### src/rtl/usfft_seq_ctrl_if.sv
// Host/config and uSFFT-core handshake bundle for the uSFFT run sequencer.
// The sequencer connects through the slave modport; the host side uses master.
interface usfft_seq_ctrl_if #(
  parameter int BITWIDTH = 8
);
  logic                iCfgValid;
  logic                oCfgReady;
  logic [BITWIDTH-1:0] iCfgReal;
  logic [BITWIDTH-1:0] iCfgImg;
  logic                iStart;
  logic                iAbort;
  logic [BITWIDTH-1:0] oWReal;
  logic [BITWIDTH-1:0] oWImg;
  logic                oLoadW;
  logic                oClr;
  logic                oSrcEn;
  logic [BITWIDTH-1:0] oCnt;
  logic                oBusy;
  logic                oDone;

  modport master (
    output iCfgValid, iCfgReal, iCfgImg, iStart, iAbort,
    input  oCfgReady, oWReal, oWImg, oLoadW, oClr, oSrcEn, oCnt, oBusy, oDone
  );

  modport slave (
    input  iCfgValid, iCfgReal, iCfgImg, iStart, iAbort,
    output oCfgReady, oWReal, oWImg, oLoadW, oClr, oSrcEn, oCnt, oBusy, oDone
  );
endinterface

### src/rtl/usfft_seq_ctrl.sv
// Run sequencer for the 4-point uSFFT core: loadW, clear, then one 2^BITWIDTH-cycle source frame.
// Start-to-done latency 3+2^BITWIDTH cycles; config is backpressured (oCfgReady=0) only in LOAD.
module usfft_seq_ctrl #(
  parameter int BITWIDTH = 8
) (
  input  logic            iClk,
  input  logic            iRst,
  usfft_seq_ctrl_if.slave bus
);

  localparam logic [2:0] ST_IDLE = 3'd0;
  localparam logic [2:0] ST_LOAD = 3'd1;
  localparam logic [2:0] ST_CLR  = 3'd2;
  localparam logic [2:0] ST_RUN  = 3'd3;
  localparam logic [2:0] ST_DONE = 3'd4;

  localparam logic [BITWIDTH-1:0] CNT_LAST = '1;
  localparam logic [BITWIDTH-1:0] CNT_ONE  = {{(BITWIDTH-1){1'b0}}, 1'b1};

  logic [2:0]          state;
  logic [BITWIDTH-1:0] cnt;
  logic [BITWIDTH-1:0] w_real;
  logic [BITWIDTH-1:0] w_img;
  logic                cfg_ready;
  logic                cfg_fire;

  // The core samples the weights during LOAD, so the shadow must hold still then.
  assign cfg_ready = (state != ST_LOAD);
  assign cfg_fire  = bus.iCfgValid && cfg_ready;

  always_ff @(posedge iClk) begin
    if (iRst) begin
      state  <= ST_IDLE;
      cnt    <= '0;
      w_real <= '0;
      w_img  <= '0;
    end else begin
      if (cfg_fire) begin
        w_real <= bus.iCfgReal;
        w_img  <= bus.iCfgImg;
      end
      case (state)
        ST_IDLE: begin
          if (bus.iStart) state <= ST_LOAD;
        end
        ST_LOAD: begin
          state <= bus.iAbort ? ST_IDLE : ST_CLR;
        end
        ST_CLR: begin
          cnt   <= '0;
          state <= bus.iAbort ? ST_IDLE : ST_RUN;
        end
        ST_RUN: begin
          // Abort beats the terminal count, and the wrap leaves cnt at 0 for the next frame.
          if (bus.iAbort) begin
            state <= ST_IDLE;
            cnt   <= '0;
          end else begin
            cnt <= cnt + CNT_ONE;
            if (cnt == CNT_LAST) state <= ST_DONE;
          end
        end
        ST_DONE: begin
          state <= ST_IDLE;
        end
        default: begin
          state <= ST_IDLE;
          cnt   <= '0;
        end
      endcase
    end
  end

  assign bus.oCfgReady = cfg_ready;
  assign bus.oWReal    = w_real;
  assign bus.oWImg     = w_img;
  assign bus.oLoadW    = (state == ST_LOAD);
  assign bus.oClr      = (state == ST_CLR);
  assign bus.oSrcEn    = (state == ST_RUN);
  assign bus.oCnt      = cnt;
  assign bus.oBusy     = (state != ST_IDLE);
  assign bus.oDone     = (state == ST_DONE);

endmodule

### src/flat_wrapper.sv
// flat-port wrapper written by rule: the top's interface ports become plain ports
module usfft_seq_ctrl_flat 
#(
  parameter int BITWIDTH = 8
)
  (iClk, iRst, bus_iCfgValid, bus_iCfgReal, bus_iCfgImg, bus_iStart, bus_iAbort, bus_oCfgReady, bus_oWReal, bus_oWImg, bus_oLoadW, bus_oClr, bus_oSrcEn, bus_oCnt, bus_oBusy, bus_oDone);
  usfft_seq_ctrl_if #(.BITWIDTH(BITWIDTH)) bus_i ();
  input  logic iClk;
  input  logic iRst;
  input wire logic [$bits(bus_i.iCfgValid)-1:0] bus_iCfgValid;
  input wire logic [$bits(bus_i.iCfgReal)-1:0] bus_iCfgReal;
  input wire logic [$bits(bus_i.iCfgImg)-1:0] bus_iCfgImg;
  input wire logic [$bits(bus_i.iStart)-1:0] bus_iStart;
  input wire logic [$bits(bus_i.iAbort)-1:0] bus_iAbort;
  output wire logic [$bits(bus_i.oCfgReady)-1:0] bus_oCfgReady;
  output wire logic [$bits(bus_i.oWReal)-1:0] bus_oWReal;
  output wire logic [$bits(bus_i.oWImg)-1:0] bus_oWImg;
  output wire logic [$bits(bus_i.oLoadW)-1:0] bus_oLoadW;
  output wire logic [$bits(bus_i.oClr)-1:0] bus_oClr;
  output wire logic [$bits(bus_i.oSrcEn)-1:0] bus_oSrcEn;
  output wire logic [$bits(bus_i.oCnt)-1:0] bus_oCnt;
  output wire logic [$bits(bus_i.oBusy)-1:0] bus_oBusy;
  output wire logic [$bits(bus_i.oDone)-1:0] bus_oDone;
  assign bus_i.iCfgValid = bus_iCfgValid;
  assign bus_i.iCfgReal = bus_iCfgReal;
  assign bus_i.iCfgImg = bus_iCfgImg;
  assign bus_i.iStart = bus_iStart;
  assign bus_i.iAbort = bus_iAbort;
  assign bus_oCfgReady = bus_i.oCfgReady;
  assign bus_oWReal = bus_i.oWReal;
  assign bus_oWImg = bus_i.oWImg;
  assign bus_oLoadW = bus_i.oLoadW;
  assign bus_oClr = bus_i.oClr;
  assign bus_oSrcEn = bus_i.oSrcEn;
  assign bus_oCnt = bus_i.oCnt;
  assign bus_oBusy = bus_i.oBusy;
  assign bus_oDone = bus_i.oDone;
  usfft_seq_ctrl #(.BITWIDTH(BITWIDTH)) u_core (.iClk(iClk), .iRst(iRst), .bus(bus_i));
endmodule
### config.mk
export PLATFORM = sky130hd
export DESIGN_NAME = usfft_seq_ctrl_flat
export DESIGN_NICKNAME = d
export VERILOG_FILES = /design/src/rtl/usfft_seq_ctrl_if.sv /design/src/rtl/usfft_seq_ctrl.sv /design/src/flat_wrapper.sv
export SDC_FILE = /design/constraint.sdc
export NUM_CORES = 1
export LEC_CHECK = 0
export BUFFER_PORTS_ARGS = -buffer_cell sky130_fd_sc_hd__buf_2
export CORE_MARGIN = 4
export CORE_UTILIZATION = 32
export CTS_BUF_LIST = sky130_fd_sc_hd__clkbuf_8
export DETAILED_ROUTE_END_ITERATION = 7
export MAX_ROUTING_LAYER = met4
export PLACE_DENSITY = 0.63
export SLEW_MARGIN = 20
export SYNTH_ARGS = -nofsm -noshare
export SYNTH_HDL_FRONTEND = slang
export SYNTH_SLANG_ARGS = --single-unit
export TNS_END_PERCENT = 10
### constraint.sdc
create_clock -name iClk -period 3.95 [get_ports iClk]
set_clock_uncertainty 0.15 [all_clocks]
set_input_delay 0.395 -clock iClk [delete_from_list [all_inputs] [get_ports iClk]]
set_output_delay 0.395 -clock iClk [all_outputs]
set_load 0.01 [all_outputs]
# Yosys cells after proc, flatten, opt, wreduce, memory -nomap -nowiden
# Cells that the tools add are included.
# word_totals
ff_bits,27
inputBits,21
output_inout_bits,30
wordCells,26
# classes
add_sub_neg,1
n_eq_ne,8
n_mux,8
n_reduce_logical,5
# op_table
op,n
$pmux W8 S2,1
$pmux W3 S4,1
$mux W3,3
$add A8 B1 Y8 const B,1
$eq A8 B8 Y1 const B,1
$mux W8,1
$eq A3 B2 Y1 const B,2
$mux W2,2
$eq A3 B1 Y1 const B,1
$eq A3 B3 Y1 const B,1
$logic_not A3 Y1,1
$ne A3 B1 Y1 const B,1
$ne A3 B2 Y1 const B,1
$reduce_bool A3 Y1,1
$reduce_or A3 Y1,1
$ne A2 B2 Y1 const B,1
$reduce_and A2 Y1,1
$logic_and A1 B1 Y1,1

# Longest topological paths before layout
# logic_depth
word_depth,4
depth_mapped,7
ltp_nobuf,4

# Worst setup path after synthesis
# OpenSTA, ideal clock, no wires.
# synth_path
kind,reg-to-output
from,register u_core.state[1]
to,output bus_oCfgReady
arrival_time_ns,1.106
required_ns,3.405
slack_ns,2.299
stages_incl_launch_ff,5
n_path_buf,3
path_cell_list,dfxtp_1 -> buf_6 -> or3b_1 -> buf_4 -> buf_2
# synth_between
elab_chain_cells,1
# synth_rtl
item,line,rtl
"start, declared",usfft_seq_ctrl.sv:20,logic [2:0] state;
"start signal, assigned",usfft_seq_ctrl.sv:47,state <= bus.iAbort ? ST_IDLE : ST_CLR;
"start signal, assigned",usfft_seq_ctrl.sv:51,state <= bus.iAbort ? ST_IDLE : ST_RUN;
$ne A3 B1 Y1,usfft_seq_ctrl.sv:28,assign cfg_ready = (state != ST_LOAD);
"end, declared",flat_wrapper.sv:15,output wire logic [$bits(bus_i.oCfgReady)-1:0] bus_oCfgReady;
# No other way between the ends.

# Worst setup path in the final report
# layout_path
from,register u_core.state[0]
to,output bus_oLoadW
# layout_between
elab_chain_cells,1
# layout_rtl
item,line,rtl
$eq A3 B1 Y1,usfft_seq_ctrl.sv:77,assign bus.oLoadW = (state == ST_LOAD);
"end, declared",flat_wrapper.sv:18,output wire logic [$bits(bus_i.oLoadW)-1:0] bus_oLoadW;
# No other way between the ends.

==> impl_metrics.ini <==
[setup_path]
path_class = reg2out
arrival_ns = 1.84
cp_data_required_time_ns = 3.40
path_buf_inv = 2
crit_family = simple AND/OR/NAND/NOR gates
cp_slowest_cell = or3b_1
cp_max_fo = 18
cpPeakStageDelay_ns = 0.67
path_cells = or3b_1 > clkinv_4 > buf_2
crit_path_end_kind = output port
start_kind = flip-flop

[logic_synthesis]
syn_inst = 146
synth_area_leader_cell = dfxtp_1
synth_top_family_by_area = compound AO/OA/AOI/OAI gates
synth_edf_count = 0
ys_warn_count = 0
yosysSeqAreaShare_pct = 43.86
synthMuxAreaShare_pct = 1.624
yosys.area_share.simple_pct = 19.29
synthAdderAreaFrac_pct = 1.015
synth_cell_types = 33
ys.flop_type = dfxtp_1
synth_xor_area_share_pct = 0.7107
syn-num-nets = 168
yosysMostFrequentCell = dfxtp_1
netlist_area_sq_um = 1232
yosys-top-cells-area = dfxtp_1 44%, a21oi_1 9.7%, o21ai_0 8.1%
ys_seq_elements = 27
synth_top_area_share_pct = 43.86
syn_area_per_cell_sq_um = 8.441
synth_common_cells = 27 x dfxtp_1, 24 x a21oi_1, 20 x o21ai_0, 17 x nand3_1, 8 x inv_1
synthArstFlopShare_pct = 0
synth_compound_area_share_pct = 24.26

[finish]
instances_no_fill = 236
ff_latch_area_sq_um = 540.5
nets = 211
areaGrowthSynthToFinish_pct = 23.05
multiInputGateArea_sq_um = 578.1
drive_gt1_share_pct = 31.38
fill_cells = 385
antenna_cells = 0

[sta]
holdWs_ns = 0.2160
fmax_mhz = 418.9
fin_crit_sh_pct = 60.44
maxSlewHeadroom_pct = 45.13
fin_crit_ns = 2.387
fin_tns_setup_ns = 0
rsz0062_at_grt = false
finalMaxSlewViolations = 0
setup_violations = 0
hold_viol_final = 0
tightest_slew_ns = 0.8230

[floorplanning]
die_w_um = 70.06
row_count = 22
ioPinCount = 51
core_region_area_sq_um = 3689
die_y_um = 70.06
die_area_sq_um = 4908
start_util_pct = 33.41

[routing]
num_vias = 1216
drtAntennaViolNets = 0
vias_per_cell = 5.153
drt-wirelength-per-cell_um = 12.45
drtIter0Drc = 61
wl_um = 2939
drc_errors = 0
drtPass1Iterations = 4

[clocking]
cts_tree = done
cts_buffer_depth = 2
numCtsBuffers = 3
post_cts_buffers = 0
cts.hold.buffers_added = 0
ctsResizeCount = 0
clock_sinks = 27
clock_latency_ns = 0.27
cts_max_level = 1
cts-root-buf = clkbuf_8
cts.clk_slew.worst_paths_ns = 0.10

[worst_hold_path]
hold_path_class = in2reg

[global_routing]
antenna_found_initial = 0
first_global_vias = 1068
grt_max_degree = 22
grt_overflow = 0
grt_pass1_wl_um = 4961
grt_usage_pct = 12.22

[placed_design]
place.gp.congestion = 0.8006
dp_hpwl_um = 2148
io_buffers = 50
dp_cells = 232

[job]
max_cap_violations = 0

[pwr]
p_leak_nw = 0.6376
powerDensity_nw_per_um2 = 348.7
peakVddDrop_mv = 0.2751

[outcome]
status = completed
==> metal layers <==
layer	global-route usage, %	vias to the layer above	part of all wire [%]
li1	-	620	-
met1	17.51	532	49
met2	16.68	62	41
met3	4.317	2	9.4
met4	1.915	0	0.41
met5	-	-	0
==> metrics by stage <==
step,instance area [sq um],total power [W],utilization [%],setup WS (ns)
after CTS,1516,0.0005371,41.11,1.550
after global placement,1468,0.0003759,39.79,1.884
after detailed placement,1468,0.0003759,39.79,1.858
after floorplan,1232,0.0003492,-,2.299
final,1516,0.0005287,41.11,1.563
after global routing,1516,0.0005573,41.11,1.403
==> worst paths after layout <==
| path | startpoint | end | slack, ns | depth (start not counted) |
|---|---|---|---|---|
| worst max-delay path | u_core.state[0] | bus_oLoadW | 1.56 | 3 |
| worst min-delay path | bus_iCfgImg[5] | u_core.bus.oWImg[5] | 0.22 | 3 |
| worst max register to register | u_core.state[2] | u_core.bus.oWImg[4] | 2.04 | 4 |
| worst min register to register | u_core.bus.oWReal[1] | u_core.bus.oWReal[1] | 0.33 | 2 |
==> final cells by class <==
class	count	area share, %
Clock inverter	1	0.4951
Inverter	9	2.558
Multi-Input combinational cell	98	38.12
Sequential cell	27	35.64
Timing Repair Buffer	50	16.50
Clock buffer	3	2.723
Tap cell	48	3.960
==> power breakdown <==
group,internal (W),leakage [nW],total [W],switching [W]
Combinational,0.0000315,0.395,0.0000770,0.0000455
Clock,0.0000715,0.0217,0.000159,0.0000880
Sequential,0.000284,0.220,0.000292,0.00000814
Total,0.000387,0.638,0.000529,0.000142
==> layout by cell type, fill, tap and decap left out, types with 3 or more instances in the layout <==
cell type	synthesis	layout
dfxtp_1	27	27
o31ai_1	3	3
nand2_1	3	3
a21oi_1	24	24
or4_1	3	3
buf_2	3	50
o211ai_1	3	3
inv_1	8	8
nand3_1	17	17
o21ai_0	20	20
clkbuf_8	0	3
nor3_1	3	3
==> registers in the layout (all words and copies together) (netlist names) <==
| register | cells |
|---|---|
| u_core.bus.oCnt | 8 |
| u_core.bus.oWImg | 8 |
| u_core.bus.oWReal | 8 |
| u_core.state | 3 |
==> kinds of logic (layout without fill, tap and decap cells) <==
logic type,count (synthesis),after routing
adder cells (fa/ha/maj),1,1
AND/OR/NAND/NOR,40,40
XOR/XNOR,1,1
multiplexers,2,2
AO/OA/AOI/OAI,54,54
buffers and inverters,21,63
flip-flops,27,27
==> worst min-delay path, cell delays in order <==
cell and delay, ns:
buf_2 0.09, nand3_1 0.06, a21oi_1 0.05
(Power assumes the default switching activity.)
